===== src/rtl/mem_port_arbiter.sv =====
// Arbitrates a fetch port and a data port onto one single-outstanding memory port.
// Latency: grant is combinational in IDLE; response 3 cycles after grant with an immediate ack, 1 cycle for an illegal address.
// Backpressure: requesters hold their request until gnt; fetch is forced after STARVE_MAX consecutive data wins over it.
module mem_port_arbiter #(
    parameter int                ADDR_W     = 20,
    parameter int                DATA_W     = 8,
    parameter logic [ADDR_W-1:0] MEM_LIMIT  = 20'hFF000,
    parameter int                TIMEOUT    = 16,
    parameter int                STARVE_MAX = 4
) (
    input  logic              clk,
    input  logic              rst_n,
    input  logic              f_req,
    input  logic [ADDR_W-1:0] f_addr,
    output logic              f_gnt,
    output logic              f_rvalid,
    output logic [DATA_W-1:0] f_rdata,
    output logic              f_err,
    input  logic              d_req,
    input  logic              d_we,
    input  logic [ADDR_W-1:0] d_addr,
    input  logic [DATA_W-1:0] d_wdata,
    output logic              d_gnt,
    output logic              d_rvalid,
    output logic [DATA_W-1:0] d_rdata,
    output logic              d_err,
    output logic              mem_req,
    output logic              mem_we,
    output logic [ADDR_W-1:0] mem_addr,
    output logic [DATA_W-1:0] mem_wdata,
    input  logic              mem_ack,
    input  logic [DATA_W-1:0] mem_rdata,
    output logic              mv,
    output logic              mc
);

    localparam int SC_W = (STARVE_MAX < 1) ? 1 : $clog2(STARVE_MAX + 1);
    localparam int TC_W = (TIMEOUT < 2) ? 1 : $clog2(TIMEOUT + 1);
    localparam logic [SC_W-1:0] STARVE_TOP = SC_W'(STARVE_MAX);
    localparam logic [TC_W-1:0] WAIT_LAST  = TC_W'(TIMEOUT - 1);

    typedef enum logic [1:0] {S_IDLE, S_ISSUE, S_WAIT, S_RESP} state_t;

    state_t            r_state;
    logic [SC_W-1:0]   r_starve;
    logic [TC_W-1:0]   r_wait_cnt;
    logic              r_owner_d;
    logic              r_we;
    logic              r_f_rvalid, r_f_err, r_d_rvalid, r_d_err;
    logic [DATA_W-1:0] r_f_rdata, r_d_rdata;
    logic              r_mem_req, r_mem_we;
    logic [ADDR_W-1:0] r_mem_addr;
    logic [DATA_W-1:0] r_mem_wdata;
    logic              r_mv, r_mc;

    logic              w_idle;
    logic              w_any;
    logic              w_pick_d;
    logic [ADDR_W-1:0] w_addr;
    logic              w_illegal;

    // Grants are only offered in IDLE and are held off while reset is asserted.
    assign w_idle    = (r_state == S_IDLE) && rst_n;
    assign w_any     = f_req || d_req;
    assign w_pick_d  = d_req && (!f_req || (r_starve != STARVE_TOP));
    assign w_addr    = w_pick_d ? d_addr : f_addr;
    assign w_illegal = (w_addr >= MEM_LIMIT);

    assign f_gnt     = w_idle && f_req && !w_pick_d;
    assign d_gnt     = w_idle && w_pick_d;
    assign f_rvalid  = r_f_rvalid;
    assign f_rdata   = r_f_rdata;
    assign f_err     = r_f_err;
    assign d_rvalid  = r_d_rvalid;
    assign d_rdata   = r_d_rdata;
    assign d_err     = r_d_err;
    assign mem_req   = r_mem_req;
    assign mem_we    = r_mem_we;
    assign mem_addr  = r_mem_addr;
    assign mem_wdata = r_mem_wdata;
    assign mv        = r_mv;
    assign mc        = r_mc;

    // Transaction FSM; every output is a single-cycle registered pulse set on the state transition.
    always_ff @(posedge clk or negedge rst_n) begin
        if (!rst_n) begin
            r_state     <= S_IDLE;
            r_starve    <= '0;
            r_wait_cnt  <= '0;
            r_owner_d   <= 1'b0;
            r_we        <= 1'b0;
            r_f_rvalid  <= 1'b0;
            r_f_err     <= 1'b0;
            r_f_rdata   <= '0;
            r_d_rvalid  <= 1'b0;
            r_d_err     <= 1'b0;
            r_d_rdata   <= '0;
            r_mem_req   <= 1'b0;
            r_mem_we    <= 1'b0;
            r_mem_addr  <= '0;
            r_mem_wdata <= '0;
            r_mv        <= 1'b0;
            r_mc        <= 1'b0;
        end else begin
            r_f_rvalid  <= 1'b0;
            r_f_err     <= 1'b0;
            r_f_rdata   <= '0;
            r_d_rvalid  <= 1'b0;
            r_d_err     <= 1'b0;
            r_d_rdata   <= '0;
            r_mem_req   <= 1'b0;
            r_mem_we    <= 1'b0;
            r_mem_addr  <= '0;
            r_mem_wdata <= '0;
            r_mv        <= 1'b0;
            r_mc        <= 1'b0;
            case (r_state)
                S_IDLE: begin
                    if (w_any) begin
                        r_owner_d <= w_pick_d;
                        r_we      <= w_pick_d && d_we;
                        if (w_pick_d && f_req) begin
                            if (r_starve != STARVE_TOP) r_starve <= r_starve + 1'b1;
                        end else begin
                            r_starve <= '0;
                        end
                        if (w_illegal) begin
                            // Illegal address: answer straight away, memory is never touched.
                            r_state    <= S_RESP;
                            r_mv       <= 1'b1;
                            r_d_rvalid <= w_pick_d;
                            r_d_err    <= w_pick_d;
                            r_f_rvalid <= !w_pick_d;
                            r_f_err    <= !w_pick_d;
                        end else begin
                            r_state     <= S_ISSUE;
                            r_mem_req   <= 1'b1;
                            r_mem_we    <= w_pick_d && d_we;
                            r_mem_addr  <= w_addr;
                            r_mem_wdata <= w_pick_d ? d_wdata : '0;
                        end
                    end
                end
                S_ISSUE: begin
                    r_state    <= S_WAIT;
                    r_wait_cnt <= '0;
                end
                S_WAIT: begin
                    if (mem_ack) begin
                        r_state    <= S_RESP;
                        r_d_rvalid <= r_owner_d;
                        r_f_rvalid <= !r_owner_d;
                        if (!r_we) begin
                            if (r_owner_d) r_d_rdata <= mem_rdata;
                            else           r_f_rdata <= mem_rdata;
                        end
                    end else if (r_wait_cnt == WAIT_LAST) begin
                        r_state    <= S_RESP;
                        r_mc       <= 1'b1;
                        r_d_rvalid <= r_owner_d;
                        r_d_err    <= r_owner_d;
                        r_f_rvalid <= !r_owner_d;
                        r_f_err    <= !r_owner_d;
                    end else begin
                        r_wait_cnt <= r_wait_cnt + 1'b1;
                    end
                end
                S_RESP: begin
                    r_state <= S_IDLE;
                end
                default: begin
                    r_state <= S_IDLE;
                end
            endcase
        end
    end

endmodule


===== config.mk =====
export PLATFORM = sky130hd
export DESIGN_NAME = mem_port_arbiter
export DESIGN_NICKNAME = d
export VERILOG_FILES = /design/src/rtl/mem_port_arbiter.sv
export SDC_FILE = /design/constraint.sdc
export NUM_CORES = 1
export LEC_CHECK = 0
export ABC_AREA = 0
export CAP_MARGIN = 5
export CORE_MARGIN = 1
export CORE_UTILIZATION = 45
export DETAILED_ROUTE_END_ITERATION = 7
export GPL_TIMING_DRIVEN = 0
export PLACE_DENSITY = 0.86
export SYNTH_ARGS = -nofsm -noshare
export SYNTH_HDL_FRONTEND = slang
export SYNTH_SLANG_ARGS = --single-unit

===== constraint.sdc =====
create_clock -name clk -period 5.4 [get_ports clk]
set_clock_uncertainty 0.15 [all_clocks]
set_input_delay 0.54 -clock clk [delete_from_list [all_inputs] [get_ports clk]]
set_output_delay 0.54 -clock clk [all_outputs]
set_load 0.005 [all_outputs]

# Word level (Yosys, flattened, before mapping)
# Cells that the tools add are included.
# classes
add_sub_neg	2
order_cmp	1
eq_ne	10
n_mux	52
reduce_logical	18
# op_table
cell	n
$mux W8	12
$mux W20	4
$mux W1	22
$ge A20 B20 Y1 const B	1
$mux W5	2
$pmux W5 S2	1
$mux W2	4
$pmux W1 S2	4
$pmux W2 S4	1
$logic_and A1 B1 Y1	7
$mux W3	2
$ne A2 B2 Y1 const B	3
$ne A3 B3 Y1 const B	2
$reduce_and A3 Y1	2
$add A5 B1 Y5 const B	1
$eq A5 B4 Y1 const B	1
$eq A2 B2 Y1 const B	2
$reduce_and A2 Y1	2
$add A3 B1 Y3 const B	1
$logic_not A1 Y1	3
$eq A2 B1 Y1 const B	1
$logic_not A2 Y1	1
$logic_or A1 B1 Y1	2
$ne A2 B1 Y1 const B	1
$reduce_bool A2 Y1	1
# totals
regBits	64
input_bits	62
output_inout_bits	54
wordCells	100

# Logic depth before layout (Yosys ltp)
# Gate-level depths: netlist (run 1).
# depth
depth_word	8
ltp_mapped	8
mapped_depth_nobuf	7

# Worst setup path before layout (run 1)
# No wires, ideal clock.
# synth_timing
path_kind	register to register
start	register r_wait_cnt[0]
end	register r_state[1]
setup_time_ps	126
arrival_ps	1775
required_ps	5124
setup_slack_ps	3349
stages_incl_launch_ff	7
n_path_buf	1
synth_period_minus_slack_ps	2051
path_cell_list	dfrtp_1 -> ha_1 -> and3_1 -> ha_1 -> or3b_1 -> buf_2 -> a311o_1
# synth_between
elab_chain_len	3
# synth_lines
item	line	text
from (decl)	46	logic [TC_W-1:0] r_wait_cnt;
from (signal assigned)	165	r_wait_cnt <= r_wait_cnt + 1'b1;
$eq A5 B4 Y1	157	end else if (r_wait_cnt == WAIT_LAST) begin
$ne A3 B3 Y1 (no line)	n/a	
$reduce_and A2 Y1 (no line)	n/a	
to (signal assigned)	158	r_state <= S_RESP;
to (signal assigned)	169	r_state <= S_IDLE;
to (signal assigned)	172	r_state <= S_IDLE;
to (decl)	44	state_t r_state;
# No other way between the ends.
# A chain may end at the register's enable or synchronous reset.

# Final worst setup path (run 1)
# layout_timing
start	input port f_req
end	output port f_gnt
# layout_between
elab_chain_len	5
elab_cells_between_ends	6
cone_classes	reduce/logical (6)
# layout_lines
item	line	text
from (decl)	13	input logic f_req,
$logic_not A1 Y1	65	assign w_pick_d = d_req && (!f_req || (r_starve != STARVE_TOP));
$logic_or A1 B1 Y1	65	
$logic_and A1 B1 Y1	65	
$logic_not A1 Y1	69	assign f_gnt = w_idle && f_req && !w_pick_d;
$logic_and A1 B1 Y1 (*)	69	
to (decl)	15	output logic f_gnt,
# Mark *: on every way between the ends. The rest lies on a longest branch, timed or not.

==> results.json, run 1 <==
{
  "portBuffers": 115,
  "ys.flop_type": "dfrtp_1",
  "holdCritPathClass": "in -> async",
  "setup_ws_ps": 2226,
  "wl_met2_um": 3594,
  "p_leak_nw": 1.866,
  "drive_gt1_frac": 0.07388,
  "yosysSeqAreaShare": 0.6193,
  "clk_latency_ps": 340,
  "die_x_um": 77.81,
  "ys_types": 30,
  "ir_drop_mv": 0.2091,
  "synthToLayoutAreaGrowth_pct": 57.04,
  "synthCells": 248,
  "synth_common_cells": "64 x dfrtp_1, 49 x nand2_1, 22 x a21oi_1, 22 x nor2_1",
  "postCtsSetupRepairBufs": 0,
  "setup_violations": 0,
  "grt_pass1_vias": 2313,
  "synth_top_area_share": 0.6193,
  "start_util": 0.4697,
  "synth_area_sq_um": 2586,
  "worstSetupPathType": "in -> out",
  "startpoint_type": "input pin",
  "via_per_inst": 5.016,
  "grt_pass1_wl_um": 10740,
  "status": "finished, final reports clean",
  "slowest_stage": "clkdlybuf4s50_1",
  "routed.top_layer": "met4",
  "period_needed_ps": 3174,
  "synth_most_common_cell": "dfrtp_1",
  "ctsLongestPathBuffers": 2,
  "synth_seq_cells": 64,
  "ant_nets": 0,
  "cp_cell_sequence": "clkdlybuf4s50_1 > nand3_1 > and2_1 > buf_2 > buf_2 > nor2_1 > clkdlybuf4s50_1",
  "core-area_sq_um": 5507,
  "slowest_delay_ps": 580,
  "detail_route.iter0.violations": 133,
  "cts_sinks": 64,
  "synth_fp_nets": 317,
  "cts-resized-gates": 0,
  "pin_count": 116,
  "cp.required_ps": 4710,
  "p_per_area_nw_per_um2": 378.2,
  "slew_violations": 0,
  "placement_rows": 27,
  "tightest_slew_ps": 886.6,
  "die_h_um": 77.81,
  "syn_area_per_cell_sq_um": 10.43,
  "antenna_found_initial": 0,
  "arrival_ps": 2480,
  "hpwlAfterDp_um": 4963,
  "total_power_mw": 1.536,
  "min_period_over_period": 0.5877,
  "h-tree-depth": 3,
  "cts_tree": "done",
  "vias": 2262,
  "fin_cells": 451,
  "diodes": 0,
  "fmax_mhz": 315.1,
  "synth_edf_count": 0,
  "maxSlewHeadroom": 0.4077,
  "rsz0062_at_grt": "false",
  "maxCapViolCount": 0,
  "path_clk_slew_ps": 70,
  "wl_per_cell_um": 14.97,
  "ctsHoldBuffers": 0,
  "nNetsFinal": 444,
  "dp.cells": 436,
  "route.detailed.drc": 0,
  "numCtsBuffers": 9,
  "yosysWarnings": 0,
  "met1Wirelength_um": 2638,
  "die-area_sq_um": 6054,
  "fin_setup_tns_ps": 0,
  "async_flop_share": 1.000,
  "hold_violations": 0,
  "worstPathMaxFanout": 10,
  "cts_root_buffer": "clkbuf_8",
  "drt_pass1_iterations": 5,
  "synth_top_area_cell": "dfrtp_1",
  "totalWireLength_um": 6752,
  "grt_remaining_overflow": 0,
  "cp-end-kind": "output port",
  "dpl_worst_slack_ps": 2247,
  "wl_met3_um": 373,
  "place.gp.congestion": 0.7817,
  "grt_max_degree": 38,
  "synth_area_leaders": "dfrtp_1 62%, nand2_1 7.1%, a21oi_1 4.3%",
  "grt_use_total": 0.2349
}
-- report_power, final --
group          switching, mW  internal [mW]
clock                  0.185          0.270
combinational          0.220          0.252
sequential            0.0433          0.567
-- routing by layer --
layer | GRT usage | vias to the layer above
met4 | 0.1358 | 0
met2 | 0.4168 | 97
li1 | - | 1071
met3 | 0.04118 | 17
met1 | 0.2640 | 1077
met5 | 0 | -
-- worst max-delay path: cells and delay by family --
kind,cells,cell delay (ps)
AND/OR/NAND/NOR,3,490
buffers and inverters,4,1470
-- stage by stage --
step           area [sq um]  hold WS [ps]    util
6_report               4061         137.9  0.7376
4_1_cts                4061         157.6  0.7376
3_3_place_gp           3827         331.9  0.6951
3_5_place_dp           3842         353.2  0.6978
5_1_grt                4061         219.6  0.7376
2_1_floorplan          2586         94.41       -
-- registers in the layout, indices dropped and copies added (netlist names) --
| register | count |
|---|---|
| mem_addr | 20 |
| d_rdata | 8 |
| f_rdata | 8 |
| mem_wdata | 8 |
| r_wait_cnt | 5 |
| r_starve | 3 |
| r_state | 2 |
| d_err | 1 |
| d_rvalid | 1 |
| f_err | 1 |
| f_rvalid | 1 |
| mc | 1 |
| mem_req | 1 |
| mem_we | 1 |
| mv | 1 |
| r_owner_d | 1 |
| r_we | 1 |
-- final cells by class --
class | instances | area, sq um
plain buffers | 9 | 56.30
clock inverters | 5 | 81.33
fillers | 355 | 1445
inverters | 10 | 37.54
multi-input cells | 165 | 890.9
repair buffers | 116 | 1166
clock buffers | 10 | 137.6
well taps | 72 | 90.09
flip-flops and latches | 64 | 1602
-- kinds of logic after synthesis --
kind of cell,Yosys count,share of synthesized area
XOR/XNOR,2,0.006774
flip-flops,64,0.6193
AO/OA/AOI/OAI,38,0.08177
AND/OR/NAND/NOR,118,0.2221
adder cells (fa/ha/maj),7,0.03386
buffers and inverters,19,0.03628
-- worst paths after layout --
check / startpoint / to / slack, ps / cells past startpoint
worst min register to register: r_owner_d / f_err / 370 / 1
worst max-delay path: f_req / f_gnt / 2230 / 7
max in group asynchronous: rst_n / f_rdata[5] / 4340 / 2
worst min-delay path: rst_n / f_rdata[0] / 140 / 1
worst max register to register: r_wait_cnt[0] / r_state[1] / 3230 / 6
min in group clk: r_owner_d / f_err / 370 / 1
-- cell usage in the layout (no fill, tap or decap), types with 5 or more instances in the layout --
cell type and instances:
clkdlybuf4s50_1 114, dfrtp_1 64, nand2_1 49, nor2_1 22
a21oi_1 22, inv_1 10, and2_1 10, o21ai_0 10
clkbuf_8 10, nand3_1 9, nand2b_1 9, buf_2 7
ha_1 7, nand4_1 5
Note: power is estimated with default switching activity, not from simulation.
==> inputs of run 2 (changes only) <==
--- a/config.mk
+++ b/config.mk
@@ -8,10 +8,10 @@
 export ABC_AREA = 0
 export CAP_MARGIN = 5
 export CORE_MARGIN = 1
-export CORE_UTILIZATION = 45
+export CORE_UTILIZATION = 41
 export DETAILED_ROUTE_END_ITERATION = 7
 export GPL_TIMING_DRIVEN = 0
-export PLACE_DENSITY = 0.86
+export PLACE_DENSITY = 0.79
 export SYNTH_ARGS = -nofsm -noshare
 export SYNTH_HDL_FRONTEND = slang
 export SYNTH_SLANG_ARGS = --single-unit
==> constraint.sdc (replaced) <==
create_clock -name clk -period 3.2 [get_ports clk]
set_clock_uncertainty 0.15 [all_clocks]
set_input_delay 0.32 -clock clk [delete_from_list [all_inputs] [get_ports clk]]
set_output_delay 0.32 -clock clk [all_outputs]
set_load 0.005 [all_outputs]
==> run 2 against run 1 <==
  * First-iteration DRC count is 32% lower
  * Via count is 0.13% lower
  * Sequential share of layout area hardly changed
  * Combinational power is 67% higher
  * Clock power is 70% higher
  * Wire length is 1.6% lower
  * Global-route usage is 3.3 points lower
  * Critical path depth is 3 lower
  * Critical endpoint is now d_gnt
==> results.json, run 2 (synthesized netlist as in run 1, its figures left out) <==
{
  "worstPathMaxFanout": 66,
  "die_x_um": 81.42,
  "crit_start": "rst_n",
  "grt_max_degree": 67,
  "p_leak_nw": 1.859,
  "grt_use_total": 0.2015,
  "min_period_over_period": 0.8710,
  "status": "finished, final reports clean",
  "mostFrequentLayoutCells": "114 x clkdlybuf4s50_1, 64 x dfrtp_1, 49 x nand2_1",
  "ir_drop_mv": 0.3207,
  "die-area_sq_um": 6629,
  "fin_cells": 455,
  "totalWireLength_um": 6647,
  "ctsLongestPathBuffers": 2,
  "portBuffers": 115,
  "drt_pass1_iterations": 4,
  "use_met2": 0.3417,
  "rsz0062_at_grt": "false",
  "detail_route.iter0.violations": 90,
  "place.gp.congestion": 0.7489,
  "largest_reg_flops": 20,
  "nNetsFinal": 444,
  "startpoint_type": "input pin",
  "via_per_inst": 4.965,
  "wl_per_cell_um": 14.61,
  "core-area_sq_um": 5991,
  "cts_root_buffer": "clkbuf_8",
  "grt_pass1_wl_um": 9853,
  "min_from": "r_wait_cnt[4]",
  "die_h_um": 81.42,
  "maxSlewHeadroom": 0.4273,
  "fmax_mhz": 358.8,
  "cts_tree": "done",
  "start_util": 0.4317,
  "vias": 2259,
  "reg2reg_from": "r_wait_cnt[0]",
  "pin_count": 116,
  "worstSetupPathType": "in -> out",
  "period_needed_ps": 2787,
  "route.detailed.drc": 0,
  "setup_violations": 0,
  "grt_pass1_vias": 2145,
  "postCtsSetupRepairBufs": 0,
  "drive_gt1_frac": 0.07105,
  "diodes": 0,
  "maxCapViolCount": 0,
  "ant_nets": 0,
  "numCtsBuffers": 9,
  "synthToLayoutAreaGrowth_pct": 56.99,
  "placement_rows": 28,
  "post-route-util": 0.6777,
  "h-tree-depth": 3,
  "met1_usage": 0.2372,
  "tightest_slew_ps": 857.2,
  "hold_violations": 0,
  "cp-end-kind": "output port",
  "cp.required_ps": 2730,
  "cts_sinks": 64,
  "dp.cells": 438,
  "hpwlAfterDp_um": 4869,
  "grt.met3_usage": 0.05000,
  "antenna_found_initial": 0,
  "holdCritPathClass": "reg -> reg",
  "p_per_area_nw_per_um2": 637.1,
  "clk_latency_ps": 330,
  "grt_remaining_overflow": 0,
  "path_clk_slew_ps": 70,
  "final_common_cell": "clkdlybuf4s50_1",
  "grt_most_used_layer": "met2",
  "slew_violations": 0,
  "arrival_ps": 2320
}
-- run 2: cell types whose count changed in the layout (fill, tap and decap cells not counted) --
cell           before  now
clkbuf_1            1    2
buf_4               0    1
clkinvlp_4          1    2
buf_12              1    0
dlygate4sd3_1       0    1
clkinv_4            1    0
buf_2               7    6
-- run 2: layout make-up --
class | count | area, sq um
clock inverters | 5 | 80.08
repair buffers | 116 | 1159
plain buffers | 9 | 56.30
inverters | 10 | 37.54
flip-flops and latches | 64 | 1602
well taps | 75 | 93.84
fillers | 444 | 1931
multi-input cells | 165 | 890.9
clock buffers | 11 | 141.4
-- run 2: through the flow --
| step | setup WS, ps | total power [mW] | cell area [sq um] | setup TNS [ps] | hold slack (ps) |
|---|---|---|---|---|---|
| 2_1_floorplan | 1149 | 1.414 | 2586 | 0 | -125.6 |
| 3_3_place_gp | -1086 | 1.796 | 3831 | -28510 | 331.0 |
| 3_5_place_dp | 513.8 | 1.830 | 3829 | 0 | 314.5 |
| 4_1_cts | 371.9 | 2.606 | 4060 | 0 | 363.2 |
| 5_1_grt | 245.1 | 2.731 | 4060 | 0 | 368.8 |
| 6_report | 412.8 | 2.587 | 4060 | 0 | 369.9 |
-- run 2: metal layers --
metal,routed length (um),share of wire
met1,2648,0.40
met2,3350,0.50
met3,486,0.073
met4,161,0.024
met5,0,0
-- run 2: worst paths after layout --
path | to | slack (ps) | depth (start not counted)
worst min register to register | r_wait_cnt[4] | 370 | 2
worst min-delay path | r_wait_cnt[4] | 370 | 2
min in group asynchronous | d_rdata[4] | 470 | 2
worst max-delay path | d_gnt | 410 | 4
worst max register to register | r_state[1] | 1030 | 6
max in group asynchronous | r_starve[2] | 1900 | 2
-- run 2: where the power goes --
part           total, mW  internal [mW]  switching [mW]
combinational      0.786          0.422           0.363
clock              0.771          0.459           0.313
sequential          1.03          0.957          0.0726
-- run 2: what timing repair did --
action,in CTS,in global routing
hold endpoints to repair,64,0
hold buffers,1,0
resized for setup,0,0
-- run 2: worst max-delay path: stages --
cell and delay [ps]:
dlygate4sd3_1 520, buf_4 640, and3_1 260, clkdlybuf4s50_1 550
==> inputs of run 3 (changes only) <==
--- a/config.mk
+++ b/config.mk
@@ -8,10 +8,10 @@
 export ABC_AREA = 0
 export CAP_MARGIN = 5
 export CORE_MARGIN = 1
-export CORE_UTILIZATION = 41
+export CORE_UTILIZATION = 37
 export DETAILED_ROUTE_END_ITERATION = 7
 export GPL_TIMING_DRIVEN = 0
-export PLACE_DENSITY = 0.79
+export PLACE_DENSITY = 0.75
 export SYNTH_ARGS = -nofsm -noshare
 export SYNTH_HDL_FRONTEND = slang
 export SYNTH_SLANG_ARGS = --single-unit
==> constraint.sdc (replaced) <==
create_clock -name clk -period 2.3 [get_ports clk]
set_clock_uncertainty 0.15 [all_clocks]
set_input_delay 0.23 -clock clk [delete_from_list [all_inputs] [get_ports clk]]
set_output_delay 0.23 -clock clk [all_outputs]
set_load 0.005 [all_outputs]
==> run 3 against run 2 <==
  * The flow now finishes with violations (hold timing)
  * Sequential cell count did not move
  * Global-route usage decreased by 2.3 points
  * Core utilization down 7.4 points
  * Sequential power grew 39%
  * Non-clock buffer count decreased by 1
  * Design area up 0.46%
  * Critical path depth grew 3
  * First-iteration DRC count decreased by 4.4%
  * Sequential share of layout area down 0.18 points
  * Die area is 11% higher
  * Wire length is 5.2% lower
  * Worst setup slack got worse by 290 ps
  * Largest cell class unchanged
==> results.json, run 3 (synthesized netlist as in run 1, its figures left out) <==
{
  "status": "finished, violations left",
  "violations": "hold timing",
  "hpwlAfterDp_um": 4615,
  "ant_nets": 0,
  "start_util": 0.3828,
  "crit_end": "f_gnt",
  "wl_per_cell_um": 13.73,
  "antenna_found_initial": 0,
  "grt_max_degree": 67,
  "totalWireLength_um": 6302,
  "p_comb_frac": 0.303,
  "die_h_um": 85.61,
  "maxSlewHeadroom": 0.4203,
  "cts_sinks": 64,
  "rr_worst_depth": 6,
  "p_sw_mw": 1.056,
  "route.detailed.drc": 0,
  "hold_violations": 64,
  "reg2reg_from": "r_wait_cnt[0]",
  "dpl-instance-area_sq_um": 3835,
  "p_leak_nw": 1.872,
  "numCtsBuffers": 9,
  "p_int_mw": 2.571,
  "grt_use_total": 0.1787,
  "post-route-util": 0.6037,
  "setup_violations": 0,
  "drive_gt1_frac": 0.07916,
  "startpoint_type": "flop",
  "slowest_stage": "dfrtp_1",
  "rsz0062_at_grt": "false",
  "cp_cell_sequence": "inv_1 > ha_1 > nand3_2 > and2_4 > buf_6 > nor2_1 > dlygate4sd2_1",
  "h-tree-depth": 3,
  "cp.required_ps": 1920,
  "via_per_inst": 4.730,
  "maxCapViolCount": 0,
  "fmax_mhz": 459.4,
  "path_clk_slew_ps": 80,
  "grt_pass1_wl_um": 10120,
  "worstSetupPathType": "reg -> out",
  "dpl_worst_slack_ps": -247.7,
  "largest_reg_flops": 20,
  "diodes": 0,
  "synthToLayoutAreaGrowth_pct": 57.72,
  "worst_path_dominant_cell_family": "buffers and inverters",
  "drt_pass1_iterations": 6,
  "holdCritPathClass": "in -> async",
  "p_sw_frac": 0.2911,
  "crit_start": "r_starve[1]",
  "path_depth": 7,
  "pwr-share-clk": 0.302,
  "nNetsFinal": 443,
  "slowest_delay_ps": 390,
  "vias": 2171,
  "worstPathMaxFanout": 10,
  "die-area_sq_um": 7328,
  "tightest_slew_ps": 867.7,
  "cts_tree": "done",
  "cp-end-kind": "output port",
  "min_period_over_period": 0.9464,
  "die_x_um": 85.61,
  "arrival_ps": 1800,
  "ir_drop_mv": 0.3699,
  "reg2reg_slack_ps": 160,
  "rr_endpoint": "r_state[1]",
  "p_per_area_nw_per_um2": 889.2,
  "detail_route.iter0.violations": 86,
  "seqPwrFrac": 0.395,
  "portBuffers": 115,
  "grt_pass1_vias": 2169,
  "cts_root_buffer": "clkbuf_8",
  "ctsLongestPathBuffers": 2,
  "final_common_cell": "clkdlybuf4s50_1",
  "fillers": 571,
  "place.gp.congestion": 0.7653,
  "clk_latency_ps": 340,
  "setup_ws_ps": 123.2,
  "period_needed_ps": 2177,
  "mostFrequentLayoutCells": "112 x clkdlybuf4s50_1, 64 x dfrtp_1, 49 x nand2_1",
  "slew_violations": 0,
  "core-area_sq_um": 6756,
  "pin_count": 116,
  "path_buf_inv": 3,
  "grt_remaining_overflow": 0,
  "placement_rows": 30,
  "postLayoutCellArea_sq_um": 4079,
  "whs_ps": -168.6
}
-- run 3: worst reg2reg max path: stages (launching register included) --
cell	delay (ps)
dfrtp_1	410
ha_1	220
and3_1	180
ha_1	220
or3b_1	350
buf_2	160
a311o_1	340
-- run 3: timing repair --
item | 4_1_cts | 5_1_grt
endpoints found under the hold margin | 64 | 64
gates resized for setup | 5 | 2
endpoints found under the setup margin | 2 | 2
setup buffers | 1 | 0
-- run 3: metal layers --
layer / global-route usage / wire length (um) / vias to the layer above
li1: - / - / 1065
met1: 0.2224 / 2648 / 1029
met2: 0.3011 / 3225 / 63
met3: 0.03850 / 285 / 14
met4: 0.07727 / 142 / 0
met5: 0 / 0 / -
-- run 3: cell type report --
class	count	area (sq um)	area share
inverter	10	37.54	0.009202
multi-input combinational	165	898.4	0.2202
tap	80	100.1	0.02454
buffer	8	57.56	0.01411
clock buffer	10	137.6	0.03374
timing repair buffer	116	1154	0.2828
clock inverter	6	92.59	0.02270
sequential	64	1602	0.3926
-- run 3: worst min-delay path by stage --
stage	slack, ps	to	startpoint
2_1_floorplan	-220	d_err	rst_n
6_report	-170	mem_wdata[0]	rst_n
5_1_grt	-110	f_rdata[5]	rst_n
3_3_place_gp	330	r_wait_cnt[4]	r_wait_cnt[4]
3_5_place_dp	220	d_rdata[5]	rst_n
4_1_cts	-150	d_rdata[5]	rst_n
-- run 3: power by group through the flow --
stage               Sequential [mW]  Clock, mW  Combinational (mW)
floorplan                      1.45          0               0.512
global placement               1.45          0                1.06
detailed placement             1.45          0                1.09
CTS                            1.43       1.11                1.11
global route                   1.46       1.18                1.22
finish                         1.43       1.10                1.10
-- run 3: stage by stage --
stage / setup TNS [ps] / total power [mW] / hold WS, ps / cells
after global placement: -82650 / 2.505 / 334.6 / 443
after detailed placement: -313.4 / 2.545 / 223.9 / 443
final: 0 / 3.627 / -168.6 / 459
after CTS: 0 / 3.655 / -146.1 / 460
after global routing: 0 / 3.851 / -107.4 / 459
after floorplan: 0 / 1.967 / -215.6 / 248
==> variant 1 (settings of run 3) <==
Set the parameter `TIMEOUT` to 64 (it was 16).
--- a/src/rtl/mem_port_arbiter.sv
+++ b/src/rtl/mem_port_arbiter.sv
@@ -5,7 +5,7 @@
     parameter int                ADDR_W     = 20,
     parameter int                DATA_W     = 8,
     parameter logic [ADDR_W-1:0] MEM_LIMIT  = 20'hFF000,
-    parameter int                TIMEOUT    = 16,
+    parameter int                TIMEOUT    = 64,
     parameter int                STARVE_MAX = 4
 ) (
     input  logic              clk,
Behaviour: same outputs for any inputs over 10 cycles, from zero or initial values and one cycle with rst_n low; that may be too few to reach the edited logic, so the function may still have changed.
==> variant 1 against run 3 <==
  * The run still ends with hold timing left
  * Sequential cell count grew 2
  * Synthesized area up 3.3%
  * Cell area is 1.8% higher
  * Power decreased by 1.1%
  * Setup slack improved by 0.0088 ns
  * Routed wire length up 6.2%
  * Fmax grew 0.41%
  * Via count rose by 5.2%
  * Count of clock-buffer cells in the layout is 1 higher
  * Sequential share of layout area increased by 0.52 points
==> variant 1: results (changes against run 3) <==
Synth top cells by count=dfrtp_1, nand2_1, a21oi_1; Clock Sinks=66 (+3.1%); failing checks=hold timing; DRT iter0 DRCs=81 (-5.8%); syn nets=330 (+4.1%); Placer Congestion=0.775 (+1.2%); status=complete, but fails checks; Worst R2R Setup Slack=0.20 ns (+0.04 ns); Final Hold Vio Count=66 (+3.1%); Slew HR=39.9% (-2.1 points); routed vias=2,284 (+5.2%); compound-cell area share of the yosys netlist=9.93% (+1.7 points); largest net degree at the start of global routing=69 (+3.0%); Min Hold Slack=-0.170 ns (-0.00185 ns); Max IR drop VDD=0.000423 V (+14%); Worst Reg-to-Reg Cells=7 (+1); Synth cell types=34 (+13%); Adder-Cell Fraction of Synth Area=2.81% (-0.58 points); post-synthesis mux area share=0.375% (+0.37 points); DP HPWL=4790 um (+3.8%); register share of total power=41.8% (+2.3 points); Post CTS Setup Buffer Count=3 (+2); post-synthesis sequential area ratio=61.8% (-0.13 points); vias in the first global route=2,151 (-0.83%); P_comb=1.15 mW (+5%); DR pass1 iterations=4 (-2)
-- variant 1: cell type report --
class                      instances  area (sq um)  area share [%]
multi-input combinational        179           951            22.9
tap                               96           120            2.89
clock buffer                      11           131            3.16
sequential                        66          1650            39.8
buffer                             7          40.0           0.964
timing repair buffer             118          1170            28.2
inverter                           8          30.0           0.723
clock inverter                     5          55.1            1.33
-- variant 1: final timing paths --
check,from,endpoint
worst min-delay path,rst_n,mem_wdata[0]$_DFF_PN0_
worst max register to register,r_state[0]$_DFFE_PN0P_,r_wait_cnt[5]$_DFFE_PN0P_
max in group asynchronous,rst_n,r_wait_cnt[2]$_DFFE_PN0P_
worst max-delay path,r_starve[1]$_DFFE_PN0P_,f_gnt
worst min register to register,r_starve[1]$_DFFE_PN0P_,r_starve[1]$_DFFE_PN0P_
min in group clk,d_addr[10],mem_addr[10]$_DFF_PN0_
-- variant 1: worst max-delay path: stages (launching register included) --
cell and delay [ns]:
dfrtp_1 0.40, inv_1 0.06, ha_1 0.14, nand3_1 0.11, and2_4 0.20, buf_4 0.17
nor2_1 0.13, dlygate4sd2_1 0.25
-- variant 1: per-layer routing --
layer  vias up  share of wire [%]  track usage, %
li1       1124                  -               -
met1      1084                 44            23.1
met2        67                 49            30.3
met3         9                4.9            3.79
met4         0                2.0            8.79
met5         -                  0               0
-- variant 1: per-stage QoR --
| step | area [sq um] | std cells | worst slack [ns] | total power, mW | TNS, ns |
|---|---|---|---|---|---|
| finish | 4150 | 490 | 0.132 | 3.59 | 0 |
| floorplan | 2670 | 262 | 0.373 | 2.06 | 0 |
| global placement | 3940 | 473 | -1.88 | 2.62 | -91.27 |
| global route | 4150 | 490 | 0.0591 | 3.82 | 0 |
| CTS | 4150 | 490 | 0.0167 | 3.62 | 0 |
| detailed placement | 3940 | 473 | -0.315 | 2.65 | -0.351 |
==> variant 2 (flow settings as in run 3) <==
Without the edit above. Encoding of `state_t`: now one-hot (4 bits for 4 states).
--- a/src/rtl/mem_port_arbiter.sv
+++ b/src/rtl/mem_port_arbiter.sv
@@ -39,7 +39,7 @@
     localparam logic [SC_W-1:0] STARVE_TOP = SC_W'(STARVE_MAX);
     localparam logic [TC_W-1:0] WAIT_LAST  = TC_W'(TIMEOUT - 1);
 
-    typedef enum logic [1:0] {S_IDLE, S_ISSUE, S_WAIT, S_RESP} state_t;
+    typedef enum logic [3:0] {S_IDLE = 4'b0001, S_ISSUE = 4'b0010, S_WAIT = 4'b0100, S_RESP = 4'b1000} state_t;
 
     state_t            r_state;
     logic [SC_W-1:0]   r_starve;
Function: no difference found for any inputs over 10 cycles, from zero or initial values and one cycle with rst_n low; not proved beyond that.
==> variant 2 against run 3 <==
  * The flow still finishes with violations (hold timing)
  * Setup slack improved by 0.0054 ns
  * Via count rose by 0.92%
  * Routed wire length is 3.6% higher
  * Synthesized area up 6.0%
  * Sequential cell count increased by 2
  * Power down 2.5%
  * Cell area increased by 3.9%
  * Critical path type unchanged
  * Largest power group unchanged
==> variant 2: results (changes against run 3) <==
status=complete, but fails checks; failing checks=hold timing; Crit path max-delay family=simple AND/OR/NAND/NOR gates; Max IR drop VDD=0.000414 V (+12%); Synth cell types=39 (+30%); Critical Path Slowest Stage Cell=dfstp_2; Arr. time, crit path=~1.8 ns; Adder-Cell Fraction of Synth Area=1.83% (-1.6 points); Place WS=-0.226 ns (+0.0221 ns); root buffer cell=clkbuf_8; switching power=1.02 mW (-3.5%); port buffer count=114 (-0.87%); DP HPWL=4800 um (+4.1%); Total GRT Usage=17.2% (-0.67 points); Final Hold Vio Count=65 (+1.6%); critical-path maximum fanout=9 (-1); max reg flops=20 (unchanged); Layout Cells excl Fill=471 (+2.6%); syn nets=305 (-3.8%); Synth top cells by count=dfrtp_1, nand2_1, and2_1; Via density=4.65 (-1.7%); DRT iter0 DRCs=61 (-29%); xor-xnor portion of the synthesized cell area=0.639% (-0.038 points); CP peak stage delay=0.53 ns (+0.14 ns); compound-cell area share of the yosys netlist=10.4% (+2.2 points); Avg Cell Area, Syn=11.5 sq um (+9.9%); vias in the first global route=2,143 (-1.2%); dpl cells=452 (+2.0%); DR pass1 iterations=4 (-2); fin nets=435 (-1.8%); total leakage power=1.94 nW (+3.4%); post-synthesis sequential area ratio=60.3% (-1.6 points); Placer Congestion=0.831 (+8.6%); Min Hold Slack=-0.145 ns (+0.0241 ns); slew of the pin with the lowest slew margin=0.848 ns (-0.0194 ns); post-synthesis mux area share=0.365% (+0.37 points); ratio of cells with drive above 1 in the final layout=15.3% (+7.4 points); first-pass GRT wire length=9940 um (-1.7%); Avg WL per Cell=13.9 um (+0.96%); largest net degree at the start of global routing=69 (+3.0%); synth top area cells=dfrtp_1, nand2_1, a21oi_2, and2_1, o21ai_0
## variant 2: cell count changes after synthesis, moves of 3 or more
cell      delta
a21oi_1     -19
a21oi_2     +18
and2_1      +15
nor2_1      -15
nand2b_1     -9
buf_2        -5
ha_1         -3
nand4_1      -3
nor2b_1      -3
nor3b_1      -3
## variant 2: cells by family (layout without fill, tap and decap cells)
| family | Yosys count | count (layout) |
|---|---|---|
| compound gates | 39 | 39 |
| xor+xnor | 2 | 2 |
| fa+ha+maj | 4 | 4 |
| buf+inv | 18 | 151 |
| flops | 66 | 66 |
| mux | 1 | 1 |
| simple gates | 109 | 109 |
## variant 2: worst paths after layout
check / end / start / depth (start not counted) / slack (ns)
setup / recovery: d_gnt / r_state[0]$_DFFE_PN1P_ / 5 / 0.13
min in group clk: r_starve[0]$_DFFE_PN0P_ / f_req / 3 / 0.04
setup reg to reg: mem_addr[12]$_DFF_PN0_ / r_starve[0]$_DFFE_PN0P_ / 7 / 0.37
hold reg to reg: r_starve[2]$_DFFE_PN0P_ / r_starve[2]$_DFFE_PN0P_ / 1 / 0.37
hold / removal: f_rdata[2]$_DFF_PN0_ / rst_n / 1 / -0.14
max in group asynchronous: r_state[3]$_DFFE_PN0P_ / rst_n / 1 / 1.54
## variant 2: power by group through the flow
stage | clock [mW] | combinational [mW] | sequential, mW
2_1_floorplan | 0 | 0.546 | 1.52
3_3_place_gp | 0 | 1.09 | 1.51
3_5_place_dp | 0 | 1.11 | 1.52
4_1_cts | 0.890 | 1.20 | 1.48
5_1_grt | 0.936 | 1.30 | 1.50
6_report | 0.867 | 1.19 | 1.48
## variant 2: repair_timing
item,CTS,global route
gates resized for setup,9,0
endpoints found under the hold margin,65,65
setup buffers,5,0
endpoints found under the setup margin,2,0
## variant 2: per-stage QoR
stage	total power [mW]	cell area, sq um
3_3_place_gp	2.60	4010
4_1_cts	3.57	4240
6_report	3.54	4240
5_1_grt	3.74	4240
3_5_place_dp	2.63	4000
2_1_floorplan	2.07	2740
## variant 2: cell type report
type | count | area [sq um]
Timing Repair Buffer | 119 | 1170
Clock buffer | 12 | 165
Multi-Input combinational cell | 155 | 982
Tap cell | 99 | 124
Buffer | 8 | 88.8
Inverter | 10 | 37.5
Clock inverter | 2 | 12.5
Fill cell | 632 | 2980
Sequential cell | 66 | 1650
## variant 2: per-layer routing
metal	vias to the layer above	global-route usage [%]	routed length [um]
met3	8	3.20	351
met1	1065	20.9	2800
met5	-	0	0
met4	0	8.36	82
met2	64	29.5	3300
li1	1054	-	-
